[src/rtl/div_share_arb_if.sv]
// -----------------------------------------------------------------------------
// div_share_arb_if
// Bundles the client request/response signals and the shared divider
// handshake for div_share_arb.
//
// Modports:
//   slave  : the arbiter's view. It receives client requests and divider
//            status, and drives grants, responses and divider operands.
//   master : the environment's view. It is the clients plus the divider,
//            so it drives requests and divider status and receives the rest.
//
// Signal groups (N = number of requesters):
//   req_valid[N], req_mode[N], req_divisor[16*N], req_dividend[32*N]
//   req_ready[N], resp_valid[N], resp_result[32], resp_err
//   div_valid_in, div_mode, div_divisor[16], div_dividend[32]
//   div_busy, div_valid_out, div_result[32]
// -----------------------------------------------------------------------------
interface div_share_arb_if #(
   parameter int N = 4
);
   logic [N-1:0]      req_valid;
   logic [N-1:0]      req_mode;
   logic [16*N-1:0]   req_divisor;
   logic [32*N-1:0]   req_dividend;
   logic [N-1:0]      req_ready;
   logic [N-1:0]      resp_valid;
   logic [31:0]       resp_result;
   logic              resp_err;
   logic              div_valid_in;
   logic              div_mode;
   logic [15:0]       div_divisor;
   logic [31:0]       div_dividend;
   logic              div_busy;
   logic              div_valid_out;
   logic [31:0]       div_result;

   modport slave (
      input  req_valid, req_mode, req_divisor, req_dividend,
      input  div_busy, div_valid_out, div_result,
      output req_ready, resp_valid, resp_result, resp_err,
      output div_valid_in, div_mode, div_divisor, div_dividend
   );

   modport master (
      output req_valid, req_mode, req_divisor, req_dividend,
      output div_busy, div_valid_out, div_result,
      input  req_ready, resp_valid, resp_result, resp_err,
      input  div_valid_in, div_mode, div_divisor, div_dividend
   );
endinterface

[src/rtl/div_share_arb.sv]
// -----------------------------------------------------------------------------
// div_share_arb
// Round-robin arbiter sharing one divider/modulo unit among N requesters.
// One request is owned at a time: operands are captured, the divider is
// started and waited on, and the result is routed back to the owner. Zero
// divisors are answered immediately with an error, and a watchdog turns a
// stalled divider into an error response.
//
// Ports:
//   clk          : clock, rising edge
//   reset        : asynchronous, active-high
//   bus_if       : div_share_arb_if.slave (requests, responses, divider)
//   dbg_state_o  : current FSM state (0 IDLE, 1 ISSUE, 2 WAIT, 3 RESP)
//
// Handshakes: a client holds req_valid[i] (with operands) until it sees the
// one-cycle req_ready[i] pulse, at which point its operands are captured; a
// response is a one-cycle resp_valid[i] pulse with resp_result/resp_err.
// Toward the divider, div_valid_in stays high until div_busy is seen, and the
// result is taken on the single div_valid_out pulse while waiting.
// -----------------------------------------------------------------------------
module div_share_arb #(
   parameter int N       = 4,
   parameter int TIMEOUT = 200
) (
   input  logic                 clk,
   input  logic                 reset,
   div_share_arb_if.slave       bus_if,
   output logic [1:0]           dbg_state_o
);
   localparam int PW = $clog2(N);

   typedef enum logic [1:0] {
      IDLE  = 2'd0,
      ISSUE = 2'd1,
      WAIT  = 2'd2,
      RESP  = 2'd3
   } state_t;

   state_t        state_q, state_d;
   logic [PW-1:0] ptr_q, ptr_d;
   logic [PW-1:0] owner_q, owner_d;
   logic          mode_q, mode_d;
   logic [15:0]   divisor_q, divisor_d;
   logic [31:0]   dividend_q, dividend_d;
   logic [7:0]    cnt_q, cnt_d;
   logic [N-1:0]  req_ready_q, req_ready_d;
   logic [N-1:0]  resp_valid_q, resp_valid_d;
   logic [31:0]   result_q, result_d;
   logic          err_q, err_d;
   logic          div_valid_in_q, div_valid_in_d;

   logic          found;
   logic [PW-1:0] win;
   logic [N-1:0]  win_oh;
   logic [N-1:0]  owner_oh;
   logic [15:0]   win_divisor;
   logic [7:0]    cnt_inc;
   logic          timeout_hit;

   // Round-robin search: the first active requester at or after ptr_q wins.
   always_comb begin
      found = 1'b0;
      win   = ptr_q;
      for (int k = 0; k < N; k++) begin
         if (!found && bus_if.req_valid[(int'(ptr_q) + k) % N]) begin
            found = 1'b1;
            win   = PW'((int'(ptr_q) + k) % N);
         end
      end
   end

   always_comb begin
      win_oh          = '0;
      win_oh[win]     = 1'b1;
      owner_oh        = '0;
      owner_oh[owner_q] = 1'b1;
   end

   assign win_divisor = bus_if.req_divisor[16*int'(win) +: 16];
   assign cnt_inc     = cnt_q + 8'd1;
   assign timeout_hit = (int'(cnt_inc) >= TIMEOUT);

   always_comb begin
      state_d      = state_q;
      ptr_d        = ptr_q;
      owner_d      = owner_q;
      mode_d       = mode_q;
      divisor_d    = divisor_q;
      dividend_d   = dividend_q;
      cnt_d        = cnt_q;
      req_ready_d  = '0;
      resp_valid_d = '0;
      result_d     = result_q;
      err_d        = err_q;

      case (state_q)
         IDLE: begin
            if (found) begin
               owner_d     = win;
               mode_d      = bus_if.req_mode[win];
               divisor_d   = win_divisor;
               dividend_d  = bus_if.req_dividend[32*int'(win) +: 32];
               ptr_d       = (int'(win) == N-1) ? '0 : win + PW'(1);
               req_ready_d = win_oh;
               cnt_d       = '0;
               if (win_divisor == 16'd0) begin
                  // Answered without touching the divider; the response
                  // pulse lands in the same cycle as req_ready.
                  state_d      = RESP;
                  resp_valid_d = win_oh;
                  result_d     = 32'hFFFF_FFFF;
                  err_d        = 1'b1;
               end else begin
                  state_d = ISSUE;
               end
            end
         end
         ISSUE: begin
            // div_busy outranks a coincident div_valid_out here; the
            // result pulse is only trusted once the start was accepted.
            if (bus_if.div_busy) begin
               state_d = WAIT;
               cnt_d   = cnt_inc;
            end else if (timeout_hit) begin
               state_d      = RESP;
               resp_valid_d = owner_oh;
               result_d     = '0;
               err_d        = 1'b1;
            end else begin
               cnt_d = cnt_inc;
            end
         end
         WAIT: begin
            // A result arriving on the timeout cycle still counts.
            if (bus_if.div_valid_out) begin
               state_d      = RESP;
               resp_valid_d = owner_oh;
               result_d     = bus_if.div_result;
               err_d        = 1'b0;
            end else if (timeout_hit) begin
               state_d      = RESP;
               resp_valid_d = owner_oh;
               result_d     = '0;
               err_d        = 1'b1;
            end else begin
               cnt_d = cnt_inc;
            end
         end
         RESP: begin
            state_d = IDLE;
         end
         default: begin
            state_d = IDLE;
         end
      endcase

      div_valid_in_d = (state_d == ISSUE);
   end

   always_ff @(posedge clk or posedge reset) begin
      if (reset) begin
         state_q        <= IDLE;
         ptr_q          <= '0;
         owner_q        <= '0;
         mode_q         <= 1'b0;
         divisor_q      <= '0;
         dividend_q     <= '0;
         cnt_q          <= '0;
         req_ready_q    <= '0;
         resp_valid_q   <= '0;
         result_q       <= '0;
         err_q          <= 1'b0;
         div_valid_in_q <= 1'b0;
      end else begin
         state_q        <= state_d;
         ptr_q          <= ptr_d;
         owner_q        <= owner_d;
         mode_q         <= mode_d;
         divisor_q      <= divisor_d;
         dividend_q     <= dividend_d;
         cnt_q          <= cnt_d;
         req_ready_q    <= req_ready_d;
         resp_valid_q   <= resp_valid_d;
         result_q       <= result_d;
         err_q          <= err_d;
         div_valid_in_q <= div_valid_in_d;
      end
   end

   // Operands come straight from the owner registers, which only change on
   // a grant in IDLE, so the mode-dependent divider output stays stable.
   assign bus_if.req_ready    = req_ready_q;
   assign bus_if.resp_valid   = resp_valid_q;
   assign bus_if.resp_result  = result_q;
   assign bus_if.resp_err     = err_q;
   assign bus_if.div_valid_in = div_valid_in_q;
   assign bus_if.div_mode     = mode_q;
   assign bus_if.div_divisor  = divisor_q;
   assign bus_if.div_dividend = dividend_q;
   assign dbg_state_o         = state_q;
endmodule

[src/flat_wrapper.sv]
// flat-port wrapper written by rule: the top's interface ports become plain ports
module div_share_arb_flat 
#(
   parameter int N       = 4,
   parameter int TIMEOUT = 200
)
  (clk, reset, dbg_state_o, bus_if_req_valid, bus_if_req_mode, bus_if_req_divisor, bus_if_req_dividend, bus_if_div_busy, bus_if_div_valid_out, bus_if_div_result, bus_if_req_ready, bus_if_resp_valid, bus_if_resp_result, bus_if_resp_err, bus_if_div_valid_in, bus_if_div_mode, bus_if_div_divisor, bus_if_div_dividend);
  div_share_arb_if #(.N(N)) bus_if_i ();
  input  logic clk;
  input  logic reset;
  output logic [1:0] dbg_state_o;
  input wire logic [$bits(bus_if_i.req_valid)-1:0] bus_if_req_valid;
  input wire logic [$bits(bus_if_i.req_mode)-1:0] bus_if_req_mode;
  input wire logic [$bits(bus_if_i.req_divisor)-1:0] bus_if_req_divisor;
  input wire logic [$bits(bus_if_i.req_dividend)-1:0] bus_if_req_dividend;
  input wire logic [$bits(bus_if_i.div_busy)-1:0] bus_if_div_busy;
  input wire logic [$bits(bus_if_i.div_valid_out)-1:0] bus_if_div_valid_out;
  input wire logic [$bits(bus_if_i.div_result)-1:0] bus_if_div_result;
  output wire logic [$bits(bus_if_i.req_ready)-1:0] bus_if_req_ready;
  output wire logic [$bits(bus_if_i.resp_valid)-1:0] bus_if_resp_valid;
  output wire logic [$bits(bus_if_i.resp_result)-1:0] bus_if_resp_result;
  output wire logic [$bits(bus_if_i.resp_err)-1:0] bus_if_resp_err;
  output wire logic [$bits(bus_if_i.div_valid_in)-1:0] bus_if_div_valid_in;
  output wire logic [$bits(bus_if_i.div_mode)-1:0] bus_if_div_mode;
  output wire logic [$bits(bus_if_i.div_divisor)-1:0] bus_if_div_divisor;
  output wire logic [$bits(bus_if_i.div_dividend)-1:0] bus_if_div_dividend;
  assign bus_if_i.req_valid = bus_if_req_valid;
  assign bus_if_i.req_mode = bus_if_req_mode;
  assign bus_if_i.req_divisor = bus_if_req_divisor;
  assign bus_if_i.req_dividend = bus_if_req_dividend;
  assign bus_if_i.div_busy = bus_if_div_busy;
  assign bus_if_i.div_valid_out = bus_if_div_valid_out;
  assign bus_if_i.div_result = bus_if_div_result;
  assign bus_if_req_ready = bus_if_i.req_ready;
  assign bus_if_resp_valid = bus_if_i.resp_valid;
  assign bus_if_resp_result = bus_if_i.resp_result;
  assign bus_if_resp_err = bus_if_i.resp_err;
  assign bus_if_div_valid_in = bus_if_i.div_valid_in;
  assign bus_if_div_mode = bus_if_i.div_mode;
  assign bus_if_div_divisor = bus_if_i.div_divisor;
  assign bus_if_div_dividend = bus_if_i.div_dividend;
  div_share_arb #(.N(N), .TIMEOUT(TIMEOUT)) u_core (.clk(clk), .reset(reset), .bus_if(bus_if_i), .dbg_state_o(dbg_state_o));
endmodule
[config.mk]
export PLATFORM = sky130hd
export DESIGN_NAME = div_share_arb_flat
export DESIGN_NICKNAME = d
export VERILOG_FILES = /design/src/rtl/div_share_arb_if.sv /design/src/rtl/div_share_arb.sv /design/src/flat_wrapper.sv
export SDC_FILE = /design/constraint.sdc
export NUM_CORES = 1
export LEC_CHECK = 0
export BUFFER_PORTS_ARGS = -buffer_cell sky130_fd_sc_hd__buf_2
export CAP_MARGIN = 20
export CORE_MARGIN = 3
export CORE_UTILIZATION = 46
export DETAILED_ROUTE_END_ITERATION = 10
export GPL_TIMING_DRIVEN = 0
export HOLD_SLACK_MARGIN = 0.1
export PLACE_DENSITY_LB_ADDON = 0.15
export SKIP_LAST_GASP = 1
export SLEW_MARGIN = 20
export SYNTH_ARGS = -nofsm -noshare
export SYNTH_HDL_FRONTEND = slang
export SYNTH_SLANG_ARGS = --single-unit
export TNS_END_PERCENT = 50
[constraint.sdc]
create_clock -name clk -period 8.9 [get_ports clk]
set_input_delay 1.78 -clock clk [delete_from_list [all_inputs] [get_ports clk]]
set_output_delay 1.78 -clock clk [all_outputs]
set_load 0.01 [all_outputs]
; ---- After elaboration in Yosys (flattened, before gate mapping)
; Index checks and enable logic that the tools add are counted.
[totals]
mem_count = 0
latchBits = 0
romBits = 0
ram_bits = 0
in_bits = 236
output_inout_bits = 93
elab_cells = 113
ff_bits = 105
[op_classes]
order_cmp = 9
reduce_logical = 17
bitwise_logic = 3
shift = 2
n_addsub = 5
multipliers = 0
n_eq_ne = 9
div_mod_pow = 0
muxes = 56
[op_table]
columns = op, n
row1 = two-way mux 32 bit, 5
row2 = variable part select 128 x 8 -> 32 bit, 1
row3 = case mux 32 bit (3 select lines), 1
row4 = variable part select 64 x 7 -> 16 bit, 1
row5 = two-way mux 8 bit, 4
row6 = two-way mux 4 bit, 7
row7 = case mux 8 bit (3 select lines), 1
row8 = two-way mux 1 bit, 19
row9 = two-way mux 2 bit, 9
row10 = zero test 16 bit, 1
row11 = less-than comparator 3 x 4 -> 1 bit (second input constant), 3
row12 = case mux 4 bit (3 select lines), 1
row13 = binary-select mux 1 bit (select 2 bit), 5
row14 = less-than comparator 2 x 3 -> 1 bit (second input constant), 3
row15 = adder 8 x 1 -> 8 bit (second input constant), 1
row16 = greater-or-equal comparator 8 bit (second input constant), 1
row17 = case mux 2 bit (4 select lines), 1
row18 = == test 2 x 1 -> 1 bit (second input constant), 3
row19 = OR reduction 2 bit, 3
row20 = logical AND 1 bit, 5
row21 = adder 2 x 1 -> 2 bit (second input constant), 2
row22 = adder 2 bit (second input constant), 2
row23 = demux 1 bit (select 2 bit), 2
row24 = == test 2 bit (second input constant), 2
row25 = other kinds (11), 18

; ---- Depth between registers and ports, before layout
[depth]
depth_word = 21
depth_mapped = 14
ltp_nobuf = 9

; ---- Worst setup path after synthesis
; No wires, ideal clock.
[synth_timing]
path_type = input -> register
startpoint = in bus_if_req_valid[0]
endpoint = reg u_core.div_valid_in_q, in the netlist u_core.bus_if.div_valid_in
cell_stages = 10
setup_ns = 0.124
arrival_ns = 3.986
t_required_ns = 8.776
path_slack_ns = 4.790
n_path_buf = 2
path_cell_list = nor2b_1 or4_4 buf_6 and3_1 a211o_1 a22o_1 nor4_4 buf_4 a21oi_1 o31a_1
[synth_via]
elab_chain_len = 18
word_cells_on_any_way = 30
[synth_lines]
columns = item, line_no
row1 = start: declaration, flat_wrapper.sv:12  ; input wire logic [$bits(bus_if_i.req_valid)-1:0] bus_if_req_valid;
row2 = binary-select mux 1 bit (select 2 bit), div_share_arb.sv:65  ; if (!found && bus_if.req_valid[(int'(ptr_q) + k) % N]) begin
row3 = two-way mux 1 bit (not written as such), div_share_arb.sv:65
row4 = two-way mux 1 bit, div_share_arb.sv:65
row5 = zero test 1 bit, div_share_arb.sv:65
row6 = logical AND 1 bit, div_share_arb.sv:65
row7 = two-way mux 1 bit, div_share_arb.sv:65
row8 = zero test 1 bit, div_share_arb.sv:65
row9 = logical AND 1 bit, div_share_arb.sv:65
row10 = (+3 left out), n/a
row11 = two-way mux 2 bit, div_share_arb.sv:65
row12 = variable part select 64 x 7 -> 16 bit, div_share_arb.sv:79  ; assign win_divisor = bus_if.req_divisor[16*int'(win) +: 16];
row13 = zero test 16 bit, div_share_arb.sv:106  ; if (win_divisor == 16'd0) begin
row14 = two-way mux 2 bit, div_share_arb.sv:106
row15 = two-way mux 2 bit *, div_share_arb.sv:98  ; if (found) begin
row16 = case mux 2 bit (4 select lines) *, div_share_arb.sv:96  ; case (state_q)
row17 = == test 2 x 1 -> 1 bit *, div_share_arb.sv:157  ; div_valid_in_d = (state_d == ISSUE);
row18 = net u_core.div_valid_in_d, div_share_arb.sv:50  ; logic div_valid_in_q, div_valid_in_d;
row19 = end signal: assignment, div_share_arb.sv:186  ; div_valid_in_q <= div_valid_in_d;
row20 = end: declaration, div_share_arb.sv:50
; The timed path passes the listed nets; every way through them passes the cells marked *. The select of a mux whose other input is x is not followed.
; A chain may end at the register's enable or synchronous reset.

; ---- Final worst setup path
[layout_timing]
startpoint = in bus_if_req_valid[2]
endpoint = reg u_core.result_q[7], in the netlist u_core.bus_if.resp_result[7]
[layout_via]
elab_chain_len = 16
word_cells_on_any_way = 29
[layout_lines]
columns = item, line_no
row1 = binary-select mux 1 bit (select 2 bit), div_share_arb.sv:65
row2 = two-way mux 1 bit (not written as such), div_share_arb.sv:65
row3 = two-way mux 1 bit, div_share_arb.sv:65
row4 = zero test 1 bit, div_share_arb.sv:65
row5 = logical AND 1 bit, div_share_arb.sv:65
row6 = two-way mux 1 bit, div_share_arb.sv:65
row7 = zero test 1 bit, div_share_arb.sv:65
row8 = logical AND 1 bit, div_share_arb.sv:65
row9 = two-way mux 1 bit, div_share_arb.sv:65
row10 = zero test 1 bit, div_share_arb.sv:65
row11 = logical AND 1 bit, div_share_arb.sv:65
row12 = two-way mux 2 bit, div_share_arb.sv:65
row13 = variable part select 64 x 7 -> 16 bit, div_share_arb.sv:79
row14 = zero test 16 bit, div_share_arb.sv:106
row15 = inequality test 2 x 1 -> 1 bit (no line), n/a
row16 = AND reduction 4 bit (no line) *, n/a
row17 = end signal: assignment, div_share_arb.sv:184  ; result_q <= result_d;
row18 = end: declaration, div_share_arb.sv:48  ; logic [31:0] result_q, result_d;
; Every way passes the cells marked *; elsewhere a longest branch is shown, timed or not. The select of a mux whose other input is x is not followed.

==> results by group <==
Run status
  • Outcome: finished clean

Yosys
  • Synth Cell Area: slightly above 0.007 mm2
  • Post-synth EDFFs: 0
  • Share of flip-flops with an asynchronous set or reset: 100%
  • Top cells by area, synth: dfrtp_1 36%, nand2_1 16%, nand3_1 7.4%
  • Avg Inst Size Synth: about 7.4 um2
  • Yosys reg bits: between 100 and 150
  • Synth warnings: 0
  • Cell with the most instances after synthesis: nand2_1
  • Share of the synthesized area in the top cell type: a little over a third
  • Register area share after synthesis: a little over a third
  • Prevailing post-synth register cell: dfrtp_1
  • Leading area contributor after synthesis: dfrtp_1
  • Syn nets: 1,220
  • List of most frequent post-synthesis cells: 300 x nand2_1, 106 x nand3_1, 105 x dfrtp_1
  • Yosys cell types: 50
  • Synth Instances: ~970

Timing
  • Post-layout min period: 4.61 ns
  • Final setup fails: 0
  • Clock Skew: roughly 0.0073 ns
  • Crit share post-route: between 50% and 60%
  • Final Hold Fails: 0
  • Fmax achieved: ~220 MHz
  • Slew Viols, Final: 0
  • Worst-Margin Slew: 0.856 ns
  • Slew margin rel.: between 40% and 50%
  • Total negative slack: 0 ns
  • RSZ-0062 raised after global routing: no

Cells and area
  • Multi-input logic area: just over 0.004 mm2
  • Fraction of layout cells with a size suffix above 1: 28.9%
  • Final #Nets: roughly 1.6k
  • FF/Latch Area: roughly 0.0026 mm2
  • Fillcell total: 1,488
  • Synthesis-to-finish area growth: 32.4%

Setup path
  • Worst Path Required: ~9 ns
  • Bufs and invs on worst path: 7
  • Crit Path Category: in2reg
  • Crit path max-delay family: buffers and inverters
  • Reg2Reg Depth: 14
  • Critical Path, Cell by Cell: buf_2 -> nor2b_1 -> o21ai_1 -> and2_1 -> buf_2 -> clkinv_2 -> buf_6 -> buf_6 -> a211oi_1 -> o22ai_2 -> nor4_4 -> buf_4 -> buf_4 -> nand4_1 -> o311ai_1
  • Critical path fanouts, max: 10
  • Critical Path AT: between 4 and 5 ns
  • CP Depth: 15
  • Largest stage delay on the critical path: about 0.36 ns
  • Worst path slowest cell: a211oi_1
  • Startpoint Class: primary input
  • Critical Path Sink Type: flop

Route
  • Final ANT Viol Nets: 0
  • Routed WL: around 27 mm
  • Drt drc: 0
  • WL/cell: between 15 and 20 um
  • Via-to-Cell Ratio: 5.54
  • First drt pass iteration count: 5
  • First-iteration detailed-routing DRC count: roughly 610
  • Routed vias: approximately 8.5k

Place
  • DP HPWL: 20.5 mm
  • Port Buffers: 328
  • Final RePlAce weighted congestion: between 0.9 and 1

Clock tree
  • # hold bufs at CTS: 0
  • Post-CTS setup buffers: 0
  • Worst-case clock buffer depth: 2
  • H-tree depth: 3
  • Clk Latency, worst-skew pair: between 0.3 and 0.4 ns
  • Cts repair resizes: 0
  • Clk pin slew, worst setup/hold paths: roughly 0.070 ns
  • Num CTS Buffers: 9
  • CTS Sinks: roughly 110
  • CTS tree: done
  • Clk Tree Root Cell: clkbuf_16

GRT
  • Number of global-route vias before repair: approximately 8k
  • Global-route wire length before repair: 41.9 mm
  • GRT overflow: 0
  • Largest net degree at the start of global routing: 55
  • Overall routing resource usage: between 20 and 30%
  • Antenna violations before repair: 2

Min path
  • HP Class: reg2reg
  • Hold Path Depth: 2

Power and ir drop
  • Total Power: 3590 uW
  • Power Density: about 380 mW/mm2
  • VDD IR max: around 0.16 mV
  • LEAKAGE: 0.00498 uW

Floorplan
  • Rows: 45
  • I/O Pins: ~330
  • Initial Util: 47.3%
  • Die ar.: around 0.017 mm2
  • Die Height: about 130 um
  • Core box area: approximately 0.015 mm2
  • Die Span X: 131 um

Job
  • Total of max-cap violations: 0
[worst min-delay path: cells and delay by family (launching register included)]
kind	cells	cell delay [ns]
simple gates	2	0.10
flops	1	0.34
[cell usage in the layout (no fill, tap or decap), drive strengths merged, types with 4 or more instances in the layout]
master	netlist	layout
clkbuf	59	70
and3	34	34
a211oi	21	21
o311ai	32	32
and2	9	9
o21ai	28	28
nand4	32	32
bufinv	0	5
nor4	4	4
dfrtp	105	105
buf	25	354
a22o	41	41
nand3	106	106
a21oi	44	44
a211o	13	13
inv	40	40
nor2	14	14
nor3	6	6
o22ai	5	5
nand2	300	300
or2	10	10
ha	10	10
nor2b	9	9
[per-layer routing]
metal  track usage (%)  up-vias  share of wire, %
met2              52.3      363                51
met3              7.66       43               7.9
li1                  -     4092                 -
met4              8.52        0               2.3
met1              35.7     3993                39
met5                 0        -                 0
[cells by family (layout without fill, tap and decap cells)]
group	after synthesis	in the layout	synth area share, %
buffers and inverters	125	470	7.56
other	0	2	0
and+or+nand+nor	532	532	33.9
AOI/OAI and AO/OA	200	200	20.1
DFF	105	105	36.4
adders and majority gates	10	10	1.73
xor gates and xnor gates	2	2	0.243
[state kept, by name, indices dropped and copies added (netlist names)]
register,count
u_core.bus_if.div_dividend,32
u_core.bus_if.resp_result,32
u_core.bus_if.div_divisor,16
u_core.cnt_q,8
u_core.bus_if.req_ready,4
u_core.bus_if.resp_valid,4
u_core.dbg_state_o,2
u_core.owner_q,2
u_core.ptr_q,2
u_core.bus_if.div_mode,1
u_core.bus_if.div_valid_in,1
u_core.bus_if.resp_err,1
[area by class of cell]
type	count	area share (%)
inverters	41	1.68
clock buffers	11	2.54
diodes	2	0.0524
flip-flops and latches	105	27.5
plain buffers	84	4.09
well taps	211	2.76
clock inverters	5	1.57
multi-input cells	744	42.3
repair buffers	329	17.5
[through the flow]
step	instances	worst slack (ns)	cell area [um2]	utilization, %	hold slack [ns]
floorplan	974	4.36	7210	-	0.494
global placement	1513	2.99	9120	59.8	0.454
detailed placement	1514	3.96	9150	60.0	0.458
CTS	1530	4.32	9550	62.6	0.474
global route	1532	4.06	9550	62.6	0.502
finish	1532	4.29	9550	62.6	0.472
[path summary, 6_finish.rpt]
kind | start | to | slack, ns
max | bus_if_req_valid[2] | u_core.bus_if.resp_result[7] | 4.29
max reg2reg | u_core.ptr_q[0] | u_core.bus_if.resp_result[7] | 5.49
min | u_core.bus_if.div_dividend[9] | u_core.bus_if.div_dividend[9] | 0.47
max in group asynchronous | reset | u_core.bus_if.resp_result[22] | 6.77
min reg2reg | u_core.bus_if.div_dividend[9] | u_core.bus_if.div_dividend[9] | 0.47
min in group asynchronous | reset | u_core.bus_if.div_dividend[13] | 1.48
[report_power, final]
part | internal, uW | total [uW] | switching, uW
clock | 340 | 525 | 185
sequential | 704 | 869 | 165
combinational | 837 | 2200 | 1360
Power figures use the tool's default switching activity.
